[src/rtl/dmem_req_pkg.sv]
// rtl/dmem_req_pkg.sv - shared constants, state encoding and address helper for dmem_req
// Purpose: memop one-hot bit positions, bus size codes, FSM state type and the
//          kseg0/kseg1 virtual-to-physical mapping used by the request stage.
// Ports:   none (package).
package dmem_req_pkg;

  localparam int MMOP = 12;

  localparam int MOP_LB  = 0;
  localparam int MOP_LBU = 1;
  localparam int MOP_LH  = 2;
  localparam int MOP_LHU = 3;
  localparam int MOP_LW  = 4;
  localparam int MOP_SB  = 5;
  localparam int MOP_SH  = 6;
  localparam int MOP_SW  = 7;
  localparam int MOP_LWL = 8;
  localparam int MOP_LWR = 9;
  localparam int MOP_SWL = 10;
  localparam int MOP_SWR = 11;

  localparam logic [1:0] SIZE_BYTE = 2'd0;
  localparam logic [1:0] SIZE_HALF = 2'd1;
  localparam logic [1:0] SIZE_WORD = 2'd2;

  typedef enum logic [2:0] {
    ST_IDLE,
    ST_REQ,
    ST_WAIT,
    ST_DONE,
    ST_DRAIN
  } state_e;

  // kseg0 and kseg1 (0x8000_0000-0xBFFF_FFFF) both alias physical 0..512MB.
  function automatic logic [31:0] kseg_phys(input logic [31:0] va, input bit map_en);
    if (map_en && (va[31:30] == 2'b10)) begin
      return {3'b000, va[28:0]};
    end
    return va;
  endfunction

endpackage

[src/rtl/dmem_req_if.sv]
// rtl/dmem_req_if.sv - SRAM-like data bus (req / addr_ok / data_ok) interface
// Purpose: bundles the request-side and response-side signals of the data bus.
// Ports:   master = request stage (drives request fields, receives handshakes/rdata);
//          slave  = memory side.
interface dmem_req_if;

  logic        data_req;
  logic        data_wr;
  logic [1:0]  data_size;
  logic [31:0] data_addr;
  logic [31:0] data_wdata;
  logic [3:0]  data_wstrb;
  logic        data_addr_ok;
  logic        data_data_ok;
  logic [31:0] data_rdata;

  modport master (
    output data_req, data_wr, data_size, data_addr, data_wdata, data_wstrb,
    input  data_addr_ok, data_data_ok, data_rdata
  );

  modport slave (
    input  data_req, data_wr, data_size, data_addr, data_wdata, data_wstrb,
    output data_addr_ok, data_data_ok, data_rdata
  );

endinterface

[src/rtl/dmem_align.sv]
// rtl/dmem_align.sv - combinational size / strobe / store-data alignment
// Purpose: decodes the memop one-hot into bus direction, size, byte strobes and
//          lane-aligned write data.
// Ports:   memop_i, addr_low_i, storedata_i in; wr_o, size_o, wstrb_o, wdata_o,
//          word_align_o (unaligned-word op, address forced to word boundary) out.
module dmem_align
  import dmem_req_pkg::*;
(
  input  logic [MMOP-1:0] memop_i,
  input  logic [1:0]      addr_low_i,
  input  logic [31:0]     storedata_i,
  output logic            wr_o,
  output logic [1:0]      size_o,
  output logic [3:0]      wstrb_o,
  output logic [31:0]     wdata_o,
  output logic            word_align_o
);

  always_comb begin
    wr_o         = memop_i[MOP_SB] | memop_i[MOP_SH] | memop_i[MOP_SW] |
                   memop_i[MOP_SWL] | memop_i[MOP_SWR];
    word_align_o = memop_i[MOP_LWL] | memop_i[MOP_LWR] |
                   memop_i[MOP_SWL] | memop_i[MOP_SWR];
    size_o       = SIZE_WORD;
    wstrb_o      = 4'b0000;
    wdata_o      = storedata_i;

    if (memop_i[MOP_LB] | memop_i[MOP_LBU] | memop_i[MOP_SB]) begin
      size_o = SIZE_BYTE;
    end else if (memop_i[MOP_LH] | memop_i[MOP_LHU] | memop_i[MOP_SH]) begin
      size_o = SIZE_HALF;
    end

    if (memop_i[MOP_SB]) begin
      wstrb_o = 4'b0001 << addr_low_i;
      wdata_o = {4{storedata_i[7:0]}};
    end else if (memop_i[MOP_SH]) begin
      wstrb_o = addr_low_i[1] ? 4'b1100 : 4'b0011;
      wdata_o = {2{storedata_i[15:0]}};
    end else if (memop_i[MOP_SW]) begin
      wstrb_o = 4'b1111;
    end else if (memop_i[MOP_SWL]) begin
      // For a 2-bit offset, 3 - a equals ~a: swl writes the top (a+1) bytes of rt
      // into the low lanes of the word.
      wstrb_o = 4'b1111 >> (~addr_low_i);
      wdata_o = storedata_i >> {~addr_low_i, 3'b000};
    end else if (memop_i[MOP_SWR]) begin
      wstrb_o = 4'b1111 << addr_low_i;
      wdata_o = storedata_i << {addr_low_i, 3'b000};
    end
  end

endmodule

[src/rtl/dmem_req.sv]
// rtl/dmem_req.sv - data-memory request stage: one bus transaction per load/store
// Purpose: launches execute-stage memory ops onto the data bus, flags misaligned
//          addresses, captures the read word for load-extract and stalls the
//          pipeline while a transaction is outstanding.
// Ports:   clk, rst (async, active-high); ex_* op inputs; mem_stall_i/mem_flush_i
//          pipeline control; bus (data bus master); mem_memdata_o/mem_memaddr_low_o
//          result; dmem_adel_o/dmem_ades_o/dmem_badvaddr_o address error;
//          dmem_stallreq_o stall request.
module dmem_req
  import dmem_req_pkg::*;
#(
  parameter bit KSEG_MAP = 1'b1
) (
  input  logic            clk,
  input  logic            rst,
  input  logic            ex_valid_i,
  input  logic [MMOP-1:0] ex_memop_i,
  input  logic [31:0]     ex_memaddr_i,
  input  logic [31:0]     ex_storedata_i,
  input  logic            mem_stall_i,
  input  logic            mem_flush_i,
  dmem_req_if.master      bus,
  output logic [31:0]     mem_memdata_o,
  output logic [1:0]      mem_memaddr_low_o,
  output logic            dmem_adel_o,
  output logic            dmem_ades_o,
  output logic [31:0]     dmem_badvaddr_o,
  output logic            dmem_stallreq_o
);

  state_e      state_q, state_d;
  logic        wr_q, wr_d;
  logic [1:0]  size_q, size_d;
  logic [31:0] addr_q, addr_d;
  logic [31:0] wdata_q, wdata_d;
  logic [3:0]  wstrb_q, wstrb_d;
  logic [1:0]  low_q, low_d;
  logic [31:0] memdata_q, memdata_d;

  logic        al_wr;
  logic [1:0]  al_size;
  logic [3:0]  al_wstrb;
  logic [31:0] al_wdata;
  logic        al_word;

  dmem_align u_align (
    .memop_i      (ex_memop_i),
    .addr_low_i   (ex_memaddr_i[1:0]),
    .storedata_i  (ex_storedata_i),
    .wr_o         (al_wr),
    .size_o       (al_size),
    .wstrb_o      (al_wstrb),
    .wdata_o      (al_wdata),
    .word_align_o (al_word)
  );

  logic        is_half, is_word, misaligned;
  logic        can_accept, op_valid, addr_err, start;
  logic [31:0] req_vaddr;

  assign is_half    = ex_memop_i[MOP_LH] | ex_memop_i[MOP_LHU] | ex_memop_i[MOP_SH];
  assign is_word    = ex_memop_i[MOP_LW] | ex_memop_i[MOP_SW];
  assign misaligned = (is_half & ex_memaddr_i[0]) | (is_word & (|ex_memaddr_i[1:0]));

  // A new op is taken from IDLE, or straight out of DONE when the completed
  // result is being consumed this cycle (back-to-back issue).
  assign can_accept = (state_q == ST_IDLE) | ((state_q == ST_DONE) & ~mem_stall_i);
  assign op_valid   = ex_valid_i & (|ex_memop_i) & can_accept;
  assign addr_err   = op_valid & misaligned;
  assign start      = op_valid & ~misaligned & ~mem_flush_i;

  assign req_vaddr  = al_word ? {ex_memaddr_i[31:2], 2'b00} : ex_memaddr_i;

  always_comb begin
    state_d   = state_q;
    wr_d      = wr_q;
    size_d    = size_q;
    addr_d    = addr_q;
    wdata_d   = wdata_q;
    wstrb_d   = wstrb_q;
    low_d     = low_q;
    memdata_d = memdata_q;

    if (start) begin
      wr_d    = al_wr;
      size_d  = al_size;
      addr_d  = kseg_phys(req_vaddr, KSEG_MAP);
      wdata_d = al_wdata;
      wstrb_d = al_wstrb;
      low_d   = ex_memaddr_i[1:0];
    end

    // A flush kills any result held for load-extract; capture below happens
    // only on non-flush paths so this clear is never overridden.
    if (mem_flush_i) begin
      memdata_d = '0;
    end

    unique case (state_q)
      ST_IDLE: begin
        if (start) state_d = ST_REQ;
      end
      ST_REQ: begin
        if (mem_flush_i) begin
          // Once accepted, the response is still owed and must be swallowed.
          state_d = (bus.data_addr_ok & ~bus.data_data_ok) ? ST_DRAIN : ST_IDLE;
        end else if (bus.data_addr_ok & bus.data_data_ok) begin
          state_d   = ST_DONE;
          memdata_d = bus.data_rdata;
        end else if (bus.data_addr_ok) begin
          state_d = ST_WAIT;
        end
      end
      ST_WAIT: begin
        if (mem_flush_i) begin
          state_d = bus.data_data_ok ? ST_IDLE : ST_DRAIN;
        end else if (bus.data_data_ok) begin
          state_d   = ST_DONE;
          memdata_d = bus.data_rdata;
        end
      end
      ST_DONE: begin
        if (mem_flush_i)     state_d = ST_IDLE;
        else if (mem_stall_i) state_d = ST_DONE;
        else if (start)       state_d = ST_REQ;
        else                  state_d = ST_IDLE;
      end
      ST_DRAIN: begin
        if (bus.data_data_ok) state_d = ST_IDLE;
      end
      default: state_d = ST_IDLE;
    endcase
  end

  always_ff @(posedge clk or posedge rst) begin
    if (rst) begin
      state_q   <= ST_IDLE;
      wr_q      <= 1'b0;
      size_q    <= 2'd0;
      addr_q    <= '0;
      wdata_q   <= '0;
      wstrb_q   <= 4'b0000;
      low_q     <= 2'd0;
      memdata_q <= '0;
    end else begin
      state_q   <= state_d;
      wr_q      <= wr_d;
      size_q    <= size_d;
      addr_q    <= addr_d;
      wdata_q   <= wdata_d;
      wstrb_q   <= wstrb_d;
      low_q     <= low_d;
      memdata_q <= memdata_d;
    end
  end

  // Request is a pure decode of the state register, never of bus inputs.
  assign bus.data_req   = (state_q == ST_REQ);
  assign bus.data_wr    = wr_q;
  assign bus.data_size  = size_q;
  assign bus.data_addr  = addr_q;
  assign bus.data_wdata = wdata_q;
  assign bus.data_wstrb = wstrb_q;

  assign mem_memdata_o     = memdata_q;
  assign mem_memaddr_low_o = low_q;
  assign dmem_adel_o       = addr_err & ~al_wr;
  assign dmem_ades_o       = addr_err & al_wr;
  assign dmem_badvaddr_o   = addr_err ? ex_memaddr_i : 32'd0;
  assign dmem_stallreq_o   = start | (state_q == ST_REQ) | (state_q == ST_WAIT) |
                             (state_q == ST_DRAIN);

endmodule
[src/flat_wrapper.sv]
// flat-port wrapper written by rule: the top's interface ports become plain ports
module dmem_req_flat import dmem_req_pkg::*;
#(
  parameter bit KSEG_MAP = 1'b1
)
  (clk, rst, ex_valid_i, ex_memop_i, ex_memaddr_i, ex_storedata_i, mem_stall_i, mem_flush_i, mem_memdata_o, mem_memaddr_low_o, dmem_adel_o, dmem_ades_o, dmem_badvaddr_o, dmem_stallreq_o, bus_data_req, bus_data_wr, bus_data_size, bus_data_addr, bus_data_wdata, bus_data_wstrb, bus_data_addr_ok, bus_data_data_ok, bus_data_rdata);
  dmem_req_if bus_i ();
  input  logic clk;
  input  logic rst;
  input  logic ex_valid_i;
  input  logic [MMOP-1:0] ex_memop_i;
  input  logic [31:0] ex_memaddr_i;
  input  logic [31:0] ex_storedata_i;
  input  logic mem_stall_i;
  input  logic mem_flush_i;
  output logic [31:0] mem_memdata_o;
  output logic [1:0] mem_memaddr_low_o;
  output logic dmem_adel_o;
  output logic dmem_ades_o;
  output logic [31:0] dmem_badvaddr_o;
  output logic dmem_stallreq_o;
  output wire logic [$bits(bus_i.data_req)-1:0] bus_data_req;
  output wire logic [$bits(bus_i.data_wr)-1:0] bus_data_wr;
  output wire logic [$bits(bus_i.data_size)-1:0] bus_data_size;
  output wire logic [$bits(bus_i.data_addr)-1:0] bus_data_addr;
  output wire logic [$bits(bus_i.data_wdata)-1:0] bus_data_wdata;
  output wire logic [$bits(bus_i.data_wstrb)-1:0] bus_data_wstrb;
  input wire logic [$bits(bus_i.data_addr_ok)-1:0] bus_data_addr_ok;
  input wire logic [$bits(bus_i.data_data_ok)-1:0] bus_data_data_ok;
  input wire logic [$bits(bus_i.data_rdata)-1:0] bus_data_rdata;
  assign bus_data_req = bus_i.data_req;
  assign bus_data_wr = bus_i.data_wr;
  assign bus_data_size = bus_i.data_size;
  assign bus_data_addr = bus_i.data_addr;
  assign bus_data_wdata = bus_i.data_wdata;
  assign bus_data_wstrb = bus_i.data_wstrb;
  assign bus_i.data_addr_ok = bus_data_addr_ok;
  assign bus_i.data_data_ok = bus_data_data_ok;
  assign bus_i.data_rdata = bus_data_rdata;
  dmem_req #(.KSEG_MAP(KSEG_MAP)) u_core (.clk(clk), .rst(rst), .ex_valid_i(ex_valid_i), .ex_memop_i(ex_memop_i), .ex_memaddr_i(ex_memaddr_i), .ex_storedata_i(ex_storedata_i), .mem_stall_i(mem_stall_i), .mem_flush_i(mem_flush_i), .bus(bus_i), .mem_memdata_o(mem_memdata_o), .mem_memaddr_low_o(mem_memaddr_low_o), .dmem_adel_o(dmem_adel_o), .dmem_ades_o(dmem_ades_o), .dmem_badvaddr_o(dmem_badvaddr_o), .dmem_stallreq_o(dmem_stallreq_o));
endmodule
[config.mk]
export PLATFORM = sky130hd
export DESIGN_NAME = dmem_req_flat
export DESIGN_NICKNAME = d
export VERILOG_FILES = /design/src/rtl/dmem_req_pkg.sv /design/src/rtl/dmem_req_if.sv /design/src/rtl/dmem_align.sv /design/src/rtl/dmem_req.sv /design/src/flat_wrapper.sv
export SDC_FILE = /design/constraint.sdc
export NUM_CORES = 1
export LEC_CHECK = 0
export ABC_AREA = 1
export CAP_MARGIN = 20
export CORE_ASPECT_RATIO = 1.25
export CORE_MARGIN = 2
export CORE_UTILIZATION = 39
export CTS_CLUSTER_SIZE = 20
export DETAILED_ROUTE_END_ITERATION = 12
export GPL_ROUTABILITY_DRIVEN = 0
export PLACE_DENSITY = 0.75
export SYNTH_ARGS = -nofsm -noshare
export SYNTH_HDL_FRONTEND = slang
export SYNTH_HIERARCHICAL = 1
export SYNTH_SLANG_ARGS = --single-unit
[constraint.sdc]
create_clock -name clk -period 3.3 [get_ports clk]
set_clock_uncertainty 0.15 [all_clocks]
set_input_delay 0.33 -clock clk [delete_from_list [all_inputs] [get_ports clk]]
set_output_delay 0.33 -clock clk [all_outputs]
set_load 0.01 [all_outputs]
# Yosys cells after proc, flatten, opt, wreduce, memory -nomap -nowiden
# Index checks and enable logic that the tools add are counted.
# W data, S select, Z words.
# word_totals
word_cells	99
ff_bits	108
inputBits	115
# op_classes
mux	38
n_bitwise	35
n_eq_ne	9
n_reduce_logical	4
n_shift	5
# op_table
cell	count
$mux W32	13
$pmux W32 S2	1
$mux W3	11
$shl A32 B5 Y32	1
$shr A32 B5 Y32	1
$mux W4	6
$or A1 B1 Y1	17
$pmux W3 S5	1
$and A1 B1 Y1	12
$reduce_or A12 Y1	1
$eq A3 B2 Y1 const B	2
$mux W2	3
$not A1 Y1	5
$ne A4 B2 Y1 const B	1
$reduce_and A4 Y1	1
$shl A1 B2 Y4 const A	1
$shl A4 B2 Y4 const A	1
$shr A4 B2 Y4 const A	1
$eq A3 B1 Y1 const B	1
$eq A3 B3 Y1 const B	1
$logic_not A3 Y1	1
$mux W1	3
$ne A3 B3 Y1 const B	1
$eq A2 B2 Y1 const B	1
other kinds (4)	4

# Depth between registers and ports, before layout
# Gate-level depths: netlist (run 1).
# depth
word_depth	11
ltp_mapped	13
ltp_nobuf	11

# Cells and area by module
# Netlist (run 1), hierarchy kept.
# modules_own_cells
module	area_per_inst_um2	instances	cells_each
dmem_req	4549.4	1	553
dmem_align	1649.1	1	358

# Worst setup path after synthesis (run 1)
# Ideal clock, no wire load.
# synth_timing
path_kind	input to output
startpoint	input port ex_memop_i[4]
endpoint	output port dmem_stallreq_o
t_required_ps	2820
arrival_time_ps	1398
setup_slack_ps	1422
path_stages	8
path_cell_list	or2_1 -> o21ai_1 -> nand3_1 -> nor2_4 -> inv_2 -> buf_6 -> buf_2 -> nand2_1
# synth_via
elab_chain_len	9
# synth_rtl
item	line	rtl
start, declared	flat_wrapper.sv:11	input logic [MMOP-1:0] ex_memop_i;
parallel branches: the longest is 4 deep, another holds $reduce_or A12 Y1	n/a	
$and A1 B1 Y1 * (2 in a row)	dmem_req.sv:70	assign start = op_valid & ~misaligned & ~mem_flush_i;
$or A1 B1 Y1 * (3 in a row)	dmem_req.sv:170	assign dmem_stallreq_o = start | (state_q == ST_REQ) | (state_q == ST_WAIT) |
end, declared	flat_wrapper.sv:21	output logic dmem_stallreq_o;
# Mark *: on every way between the ends.

# Final worst setup path (run 1)
# layout_timing
startpoint	input port ex_memop_i[7]
endpoint	output port dmem_badvaddr_o[8]
# layout_via
elab_chain_len	5
# layout_rtl
item	line	rtl
$reduce_or A12 Y1 / $or A1 B1 Y1 (equally long branches)	dmem_req.sv:68, dmem_req.sv:62	
$and A1 B1 Y1 (on tied branches)	dmem_req.sv:68, dmem_req.sv:63	
$and A1 B1 Y1 / $or A1 B1 Y1 (equally long branches)	dmem_req.sv:68, dmem_req.sv:63	
$and A1 B1 Y1 *	dmem_req.sv:69	assign addr_err = op_valid & misaligned;
$mux W32 *	dmem_req.sv:169	assign dmem_badvaddr_o = addr_err ? ex_memaddr_i : 32'd0;
end, declared	flat_wrapper.sv:20	output logic [31:0] dmem_badvaddr_o;
# Mark *: on every way between the ends. The rest lies on a longest branch, timed or not.

==> flow_summary.ini, run 1 <==
[synthesis]
yosysUniqueCellTypes = 36
ys_seq_area_share_pct = 43.6
yosys.area_share.simple_pct = 36.3
syn_area_per_cell_um2 = 6.80
synth-adder-area-share_pct = 0
synth_mux_area_share_pct = 0
synthCells = 911
yosys_register_bits = 108
synth.cell_area_um2 = 6200
synth_top_family_by_area = simple AND/OR/NAND/NOR gates
synth_compound_area_share_pct = 11.4
synth_fp_nets = 1026
synth_xor_area_share_pct = 0
synth_warnings = 6

[grt]
grt_pass1_vias = 6032
grtUsageTotal_pct = 24.2
antenna_found_initial = 1
grt_max_degree = 103
grt.overflow.total = 0
grt_pass1_wl_um = 32200

[hold_path]
hp-class = in -> async

[routing]
first_pass_iters = 5
drc = 0
avgViaCountPerCell = 4.93
post_drt_wl_per_cell_um = 15.3
drt_wl_total_um = 20900
final_antenna_net_count = 0
num_vias = 6748
drt_iter0_drc = 581

[sta]
drv_slew = 0
rsz0062_at_grt = false
hold_viol_final = 0
period_share_pct = 83.6
tns_ns = 0
clock.fmax_mhz = 362
setup_viol = 0
post-route-min-period_ns = 2.76
relSlewSlack_pct = 32.6
whs_ns = 0.288
tightestPinTransition_ns = 1.01

[layout]
multi_input_area_um2 = 2960
nets = 1265
mostFrequentLayoutCell = nand2_1
drive_gt1_share_pct = 5.45
fin_cells = 1368
n_fill_cell = 1514
syn2layout_area_growth_pct = 49.0
ff_latch_area_um2 = 2700
mostFrequentLayoutCells = nand2_1, clkdlybuf4s50_1, dfrtp_1

[die]
die_y_um = 145
rows = 51
core_area_um2 = 15600
die_w_um = 117
start_util_pct = 39.8
io_pins = 256
die_area_um2 = 16900

[clocking]
htree_num_levels = 3
cts_resized = 0
cts_tree = yes
hold_buffers = 0
cts-buffers-inserted = 9
clock-root-buffer = clkbuf_16
path_clk_slew_ns = 0.07
clockBufferDepth = 2
post_cts_buffers = 0
cts_sinks = 108
clk_latency_ns = 0.35

[worst_setup_path]
crit_path_cell_trace = clkdlybuf4s50_1 > or2_1 > o21ai_1 > nand2_1 > nand3_1 > buf_4 > nor2_1 > clkdlybuf4s50_1
crit_type = in -> out
startpoint_type = primary input
crit_family = buffers and inverters
cpMostUsedCell = clkdlybuf4s50_1
cp-end-kind = output pin
crit_path_max_incr_delay_ns = 0.53
arrival_ns = 2.28
slowest_stage = clkdlybuf4s50_1
path_buf_inv = 3
worstPathRequired_ns = 2.82
cp_max_fo = 34

[power]
ir_drop_mv = 0.239
powerDensity_nw_per_um2 = 618
leakage_nw = 4.48

[status]
status = finished, final reports clean

[placed_design]
dp_cells = 1351
dp_hpwl_um = 15500
io_buffers = 255

[run]
max_cap_violations = 0
## kinds of logic after synthesis
kind of cell | after synthesis
flops | 108
buf+inv | 122
compound gates | 129
simple gates | 552
## power by group
part           internal [mW]  leakage (nW)  switching (mW)
logic                   1.33          2.92            1.23
clock network          0.618         0.151           0.522
registers               1.77          1.41           0.238
total                   3.71          4.48            2.00
## worst register-to-register path: stages (launching register included)
cell and delay (ns):
dfrtp_1 0.43, inv_1 0.08, nand3_1 0.11, nand2_1 0.13
nand3_1 0.15, nor2_4 0.05, inv_2 0.05, buf_4 0.74
nand2_1 0.17, o21ai_1 0.13
## cell type report
type | instances | area share (%)
Antenna cell | 1 | 0.0271
Clock buffer | 10 | 2.59
Clock inverter | 6 | 0.772
Inverter | 76 | 3.13
Multi-Input combinational cell | 681 | 32.0
Sequential cell | 108 | 29.3
Tap cell | 212 | 2.87
Timing Repair Buffer | 274 | 29.3
## metal layers
layer | share of wire (%) | global-route usage [%] | vias up
met5 | 0 | 0 | -
li1 | - | - | 3348
met3 | 7.4 | 3.97 | 42
met1 | 40 | 30.3 | 3039
met4 | 3.3 | 10.2 | 0
met2 | 49 | 40.8 | 319
## cell usage after synthesis (all sizes together)
cell type  count  area share (%)
a21boi         2            0.24
a21oi          7            0.57
a31oi          5            0.50
and2           2            0.20
buf           37             3.6
clkbuf         9            0.54
dfrtp        108              44
inv           76             4.6
nand2        428              26
nand3         47             3.8
nand4          5            0.50
nor2          58             4.2
nor3           8            0.99
nor4           1            0.10
o211ai         6            0.73
o21a           3            0.36
o21ai         95             7.7
o22ai          9             1.0
o31ai          2            0.24
or2            3            0.30
## registers in the layout (all words and copies together), names as in the netlist
| register | flops |
|---|---|
| u_core/bus.data_addr | 32 |
| u_core/bus.data_size | 2 |
| u_core/bus.data_wdata | 32 |
| u_core/bus.data_wr | 1 |
| u_core/bus.data_wstrb | 4 |
| u_core/mem_memaddr_low_o | 2 |
| u_core/mem_memdata_o | 32 |
| u_core/state_q | 3 |
## through the flow
step | total power, mW | area, um^2 | utilization, % | setup slack (ns)
finish | 5.71 | 9240 | 59.3 | 0.541
floorplan | 3.09 | 6200 | - | 1.42
detailed placement | 4.62 | 8920 | 57.3 | 0.472
CTS | 5.77 | 9240 | 59.3 | 0.542
global placement | 4.58 | 8920 | 57.3 | 0.505
global route | 6.07 | 9240 | 59.3 | 0.428
## final timing paths
path | start | end | slack, ns | depth (start not counted)
max in group asynchronous | rst | u_core/bus.data_addr[21] | 2.26 | 3
max | ex_memop_i[7] | dmem_badvaddr_o[8] | 0.54 | 8
min in group clk | u_core/bus.data_wstrb[3] | u_core/bus.data_wstrb[3] | 0.32 | 2
min reg2reg | u_core/bus.data_wstrb[3] | u_core/bus.data_wstrb[3] | 0.32 | 2
max reg2reg | u_core/state_q[2] | u_core/bus.data_addr[0] | 1.05 | 9
min | rst | u_core/bus.data_addr[18] | 0.29 | 3
Note: power is estimated with default switching activity, not from simulation.
==> inputs of run 2 (changes only) <==
--- a/config.mk
+++ b/config.mk
@@ -9,11 +9,11 @@
 export CAP_MARGIN = 20
 export CORE_ASPECT_RATIO = 1.25
 export CORE_MARGIN = 2
-export CORE_UTILIZATION = 39
+export CORE_UTILIZATION = 40
 export CTS_CLUSTER_SIZE = 20
 export DETAILED_ROUTE_END_ITERATION = 12
 export GPL_ROUTABILITY_DRIVEN = 0
-export PLACE_DENSITY = 0.75
+export PLACE_DENSITY = 0.74
 export SYNTH_ARGS = -nofsm -noshare
 export SYNTH_HDL_FRONTEND = slang
 export SYNTH_HIERARCHICAL = 1
==> constraint.sdc (replaced) <==
create_clock -name clk -period 2.6 [get_ports clk]
set_clock_uncertainty 0.15 [all_clocks]
set_input_delay 0.26 -clock clk [delete_from_list [all_inputs] [get_ports clk]]
set_output_delay 0.26 -clock clk [all_outputs]
set_load 0.01 [all_outputs]
==> run 2 against run 1 <==
Effect of this change:
- combinational power is 29% higher
- critical endpoint is now dmem_badvaddr_o[21]
- worst hold slack improved by 0.033 ns
- clock power increased by 15%
- sequential cell count is the same
- critical path depth is 1 lower
- wire length grew 0.26%
- cell area up 0.81%
- global-route usage increased by 1.2 points
- sequential share of layout area shrank 0.22 points
- die area shrank 2.4%
==> flow_summary.ini, run 2 (synthesized netlist as in run 1, its figures left out) <==
[placed_design]
dp_cells = 1353
io_buffers = 255
dp_hpwl_um = 15900

[hold_path]
hp-class = reg -> reg

[sta]
relSlewSlack_pct = 57.2
tightestPinTransition_ns = 0.642
drv_slew = 0
post-route-min-period_ns = 2.48
rsz0062_at_grt = false
period_share_pct = 95.6
setup_viol = 0
clock.fmax_mhz = 402
tns_ns = 0
hold_viol_final = 0

[routing]
final_antenna_net_count = 0
num_vias = 6819
drt_iter0_drc = 485
post_drt_wl_per_cell_um = 15.3
drt_wl_total_um = 21000
drc = 0
avgViaCountPerCell = 4.97
first_pass_iters = 5

[worst_setup_path]
startpoint_type = flop
worstPathRequired_ns = 2.19
slowest_stage = clkdlybuf4s50_1
arrival_ns = 2.07
crit_path_cell_trace = inv_1 > nand3_2 > nand2_2 > nand3_2 > buf_4 > nor2_1 > clkdlybuf4s50_1
crit_family = buffers and inverters
cpMostUsedCell = nand3_2
crit_type = reg -> out
cp-end-kind = output pin
cp_max_fo = 12
crit_path_max_incr_delay_ns = 0.54
path_buf_inv = 3

[layout]
fin_cells = 1371
drive_gt1_share_pct = 6.28
utilization_pct = 61.8
nets = 1274
diodes = 0
mostFrequentLayoutCells = nand2_1, clkdlybuf4s50_1, dfrtp_1
mostFrequentLayoutCell = nand2_1
syn2layout_area_growth_pct = 50.2

[clocking]
clock-root-buffer = clkbuf_16
path_clk_slew_ns = 0.07
cts-buffers-inserted = 9
clockBufferDepth = 2
htree_num_levels = 3
cts_tree = yes
cts_sinks = 108
clk_latency_ns = 0.34

[grt]
grt_pass1_wl_um = 33100
antenna_found_initial = 0
grt_max_degree = 103
grt_pass1_vias = 6420
grtUsageTotal_pct = 25.4
grt.overflow.total = 0

[status]
status = finished, final reports clean

[die]
start_util_pct = 41.1
die_area_um2 = 16500
io_pins = 256
die_y_um = 143
rows = 50
die_w_um = 115
core_area_um2 = 15100

[power]
leakage_nw = 4.59
ir_drop_mv = 0.333
powerDensity_nw_per_um2 = 770

[run]
max_cap_violations = 0
## run 2: cell types whose count changed in the layout (fill, tap and decap cells not counted), sizes merged
cell	change
buf	+8
bufinv	-1
clkbuf	+1
clkdlybuf4s50	-5
clkinv	-2
clkinvlp	+1
diode	-1
dlygate4sd2	+1
dlygate4sd3	+1
dlymetal6s2s	+4
## run 2: per-layer routing
layer  routed length (um)  track usage, %
met1                 8190            31.0
met2                10600            44.9
met4                  561            8.75
met3                 1580            4.41
met5                    0               0
## run 2: worst reg2reg max path, delay by kind of cell, from the launching register on
| family | cells | cell delay, ns |
|---|---|---|
| AOI/OAI and AO/OA | 1 | 0.18 |
| DFF | 1 | 0.41 |
| buffers and inverters | 2 | 0.54 |
| and+or+nand+nor | 5 | 0.66 |
## run 2: where the power goes
| part | internal [mW] | total (mW) | leakage [nW] | switching (mW) |
|---|---|---|---|---|
| clock network | 0.680 | 1.31 | 0.129 | 0.629 |
| logic | 1.71 | 3.31 | 3.05 | 1.60 |
| registers | 2.25 | 2.55 | 1.41 | 0.301 |
## run 2: worst paths after layout
check | start | end | slack, ns | depth (start not counted)
min in group asynchronous | rst | u_core/mem_memdata_o[6] | 0.58 | 3
hold reg to reg | u_core/mem_memaddr_low_o[1] | u_core/mem_memaddr_low_o[1] | 0.32 | 2
setup reg to reg | u_core/state_q[1] | u_core/bus.data_addr[31] | 0.58 | 8
hold / removal | u_core/mem_memaddr_low_o[1] | u_core/mem_memaddr_low_o[1] | 0.32 | 2
setup / recovery | u_core/state_q[1] | dmem_badvaddr_o[21] | 0.12 | 7
max in group asynchronous | rst | u_core/bus.data_wstrb[3] | 0.92 | 4
## run 2: final cells by class
| cell class | count | area, um^2 |
|---|---|---|
| timing repair buffer | 283 | 2810 |
| clock buffer | 11 | 243 |
| fill | 1364 | 5760 |
| sequential | 108 | 2700 |
| tap | 208 | 260 |
| inverter | 76 | 289 |
| clock inverter | 4 | 32.5 |
| multi-input combinational | 681 | 2970 |
## run 2: repair_timing
action	in CTS	in global routing
gates resized for setup	3	6
hold endpoints to repair	1	0
setup buffers	0	2
hold buffers	1	0
pin swaps	0	1
endpoints found under the setup margin	21	34
## run 2: metrics by stage
step / area, um^2 / hold WS [ns] / setup slack [ns] / power (mW)
3_5_place_dp: 8990 / 0.307 / 0.0528 / 5.90
5_1_grt: 9310 / 0.317 / 0.00119 / 7.64
2_1_floorplan: 6200 / 0.206 / 0.806 / 3.92
6_report: 9310 / 0.322 / 0.115 / 7.17
4_1_cts: 9280 / 0.313 / 0.0316 / 7.24
3_3_place_gp: 8990 / 0.304 / 0.0791 / 5.84
==> inputs of run 3 (changes only) <==
--- a/config.mk
+++ b/config.mk
@@ -8,7 +8,6 @@
 export ABC_AREA = 1
 export CAP_MARGIN = 20
 export CORE_ASPECT_RATIO = 1.25
-export CORE_MARGIN = 2
 export CORE_UTILIZATION = 40
 export CTS_CLUSTER_SIZE = 20
 export DETAILED_ROUTE_END_ITERATION = 12
==> run 3 against run 2 <==
Effect of this change:
- worst hold slack worse by 0.030 ns
- critical path depth stayed put
- wire length is 0.54% higher
- core utilization is 0.55 points higher
- sequential cell count stayed put
- cell area is 0.89% higher
- sequential power hardly changed
==> flow_summary.ini, run 3 (synthesized netlist as in run 1, its figures left out) <==
[layout]
n_fill_cell = 1344
mostFrequentLayoutCell = nand2_1
mostFrequentLayoutCells = nand2_1, clkdlybuf4s50_1, dfrtp_1
syn2layout_area_growth_pct = 51.6
nets = 1268
drive_gt1_share_pct = 5.70
diodes = 0
stdcell_area_um2 = 9400
fin_cells = 1366
utilization_pct = 62.3

[clocking]
htree_num_levels = 3
cts_tree = yes
cts_sinks = 108
hold_buffers = 0
path_clk_slew_ns = 0.07
cts-buffers-inserted = 9
clk_latency_ns = 0.34
clockBufferDepth = 2
clock-root-buffer = clkbuf_16

[sta]
setup_viol = 0
post-route-min-period_ns = 2.18
period_share_pct = 83.8
relSlewSlack_pct = 61.6
rsz0062_at_grt = false
worst_slack_ns = 0.421
hold_viol_final = 0
clock.fmax_mhz = 459
drv_slew = 0
tns_ns = 0
tightestPinTransition_ns = 0.576
whs_ns = 0.292

[die]
rows = 50
core_area_um2 = 15100
die_area_um2 = 16000
die_y_um = 141
die_w_um = 113
start_util_pct = 41.1
io_pins = 256

[grt]
grt_max_degree = 109
busiest_layer = met2
grtUsageTotal_pct = 26.3
antenna_found_initial = 0
use_met3_pct = 4.94
grt_pass1_vias = 6324
grt_pass1_wl_um = 32700
use_met2_pct = 46.5
grtUsageMet1_pct = 31.8
grt.overflow.total = 0

[routing]
drt_iter0_drc = 533
avgViaCountPerCell = 4.94
num_vias = 6748
post_drt_wl_per_cell_um = 15.4
drc = 0
drt_wl_total_um = 21100
final_antenna_net_count = 0
first_pass_iters = 5

[worst_setup_path]
cpMostUsedCell = nand3_1
cp-end-kind = output pin
cp_num_cells = 7
crit_type = reg -> out
reg2regPathDepth = 8
startpoint_type = flop
path_buf_inv = 3
crit_family = simple AND/OR/NAND/NOR gates
crit_path_cell_trace = inv_1 > nand3_1 > nand2_2 > nand3_1 > buf_12 > nor2_1 > dlymetal6s2s_1
cp_max_fo = 34
arrival_ns = 1.77
slowest_stage = dfrtp_1
worstPathRequired_ns = 2.19
crit_path_max_incr_delay_ns = 0.42

[placed_design]
dp_cells = 1349
place_area_um2 = 8970
place_ws_ns = 0.100
io_buffers = 255
dp_hpwl_um = 15500

[run]
max_cap_violations = 0

[power]
powerDensity_nw_per_um2 = 781
power_mw = 7.34
leakage_nw = 5.09
ir_drop_mv = 0.435

[hold_path]
hp-class = in -> async

[status]
status = finished, final reports clean
-- run 3: changes by cell type in the layout (fill, tap and decap cells not counted) --
cell / before / now
buf_12: 3 / 4
buf_4: 24 / 18
bufinv_16: 0 / 2
clkdlybuf4s50_1: 250 / 220
clkinv_2: 0 / 1
clkinvlp_4: 3 / 1
dfrtp_1: 107 / 108
dfrtp_2: 1 / 0
dlygate4sd2_1: 1 / 0
dlygate4sd3_1: 1 / 0
dlymetal6s2s_1: 4 / 35
nand3_1: 45 / 47
nand3_2: 2 / 0
-- run 3: worst min-delay path, stage by stage --
cell             delay (ns)
clkdlybuf4s50_1        0.44
clkinvlp_4             0.10
buf_12                 0.44
-- run 3: layer usage --
layer / wire [um] / share of wire (%) / vias to the layer above
met5: 0 / 0 / -
met2: 10700 / 51 / 276
met4: 543 / 2.6 / 0
li1: - / - / 3350
met3: 1450 / 6.9 / 36
met1: 8400 / 40 / 3086
-- run 3: timing repair --
item	CTS	global route
setup endpoints to repair	0	35
gates resized for setup	0	36
setup buffers	0	1
-- run 3: path summary, 6_finish.rpt --
path,startpoint,to,slack [ns]
setup / recovery,u_core/state_q[1],dmem_badvaddr_o[2],0.42
hold reg to reg,u_core/bus.data_wdata[3],u_core/bus.data_wdata[3],0.32
max in group asynchronous,rst,u_core/mem_memdata_o[10],1.59
setup reg to reg,u_core/state_q[1],u_core/bus.data_addr[31],0.55
hold / removal,rst,u_core/bus.data_addr[29],0.29
min in group clk,bus_data_rdata[29],u_core/mem_memdata_o[29],0.31
-- run 3: layout make-up --
class	instances	area [um^2]	area share [%]
tap	208	260	2.77
multi-input combinational	681	2960	31.5
timing repair buffer	277	2860	30.4
inverter	76	289	3.08
clock inverter	5	82.6	0.879
clock buffer	11	243	2.58
sequential	108	2700	28.8
-- run 3: power by group --
group	total [mW]	internal [mW]	switching (mW)
sequential	2.56	2.25	0.313
clock	1.51	0.877	0.633
combinational	3.27	1.67	1.59
total	7.34	4.80	2.54
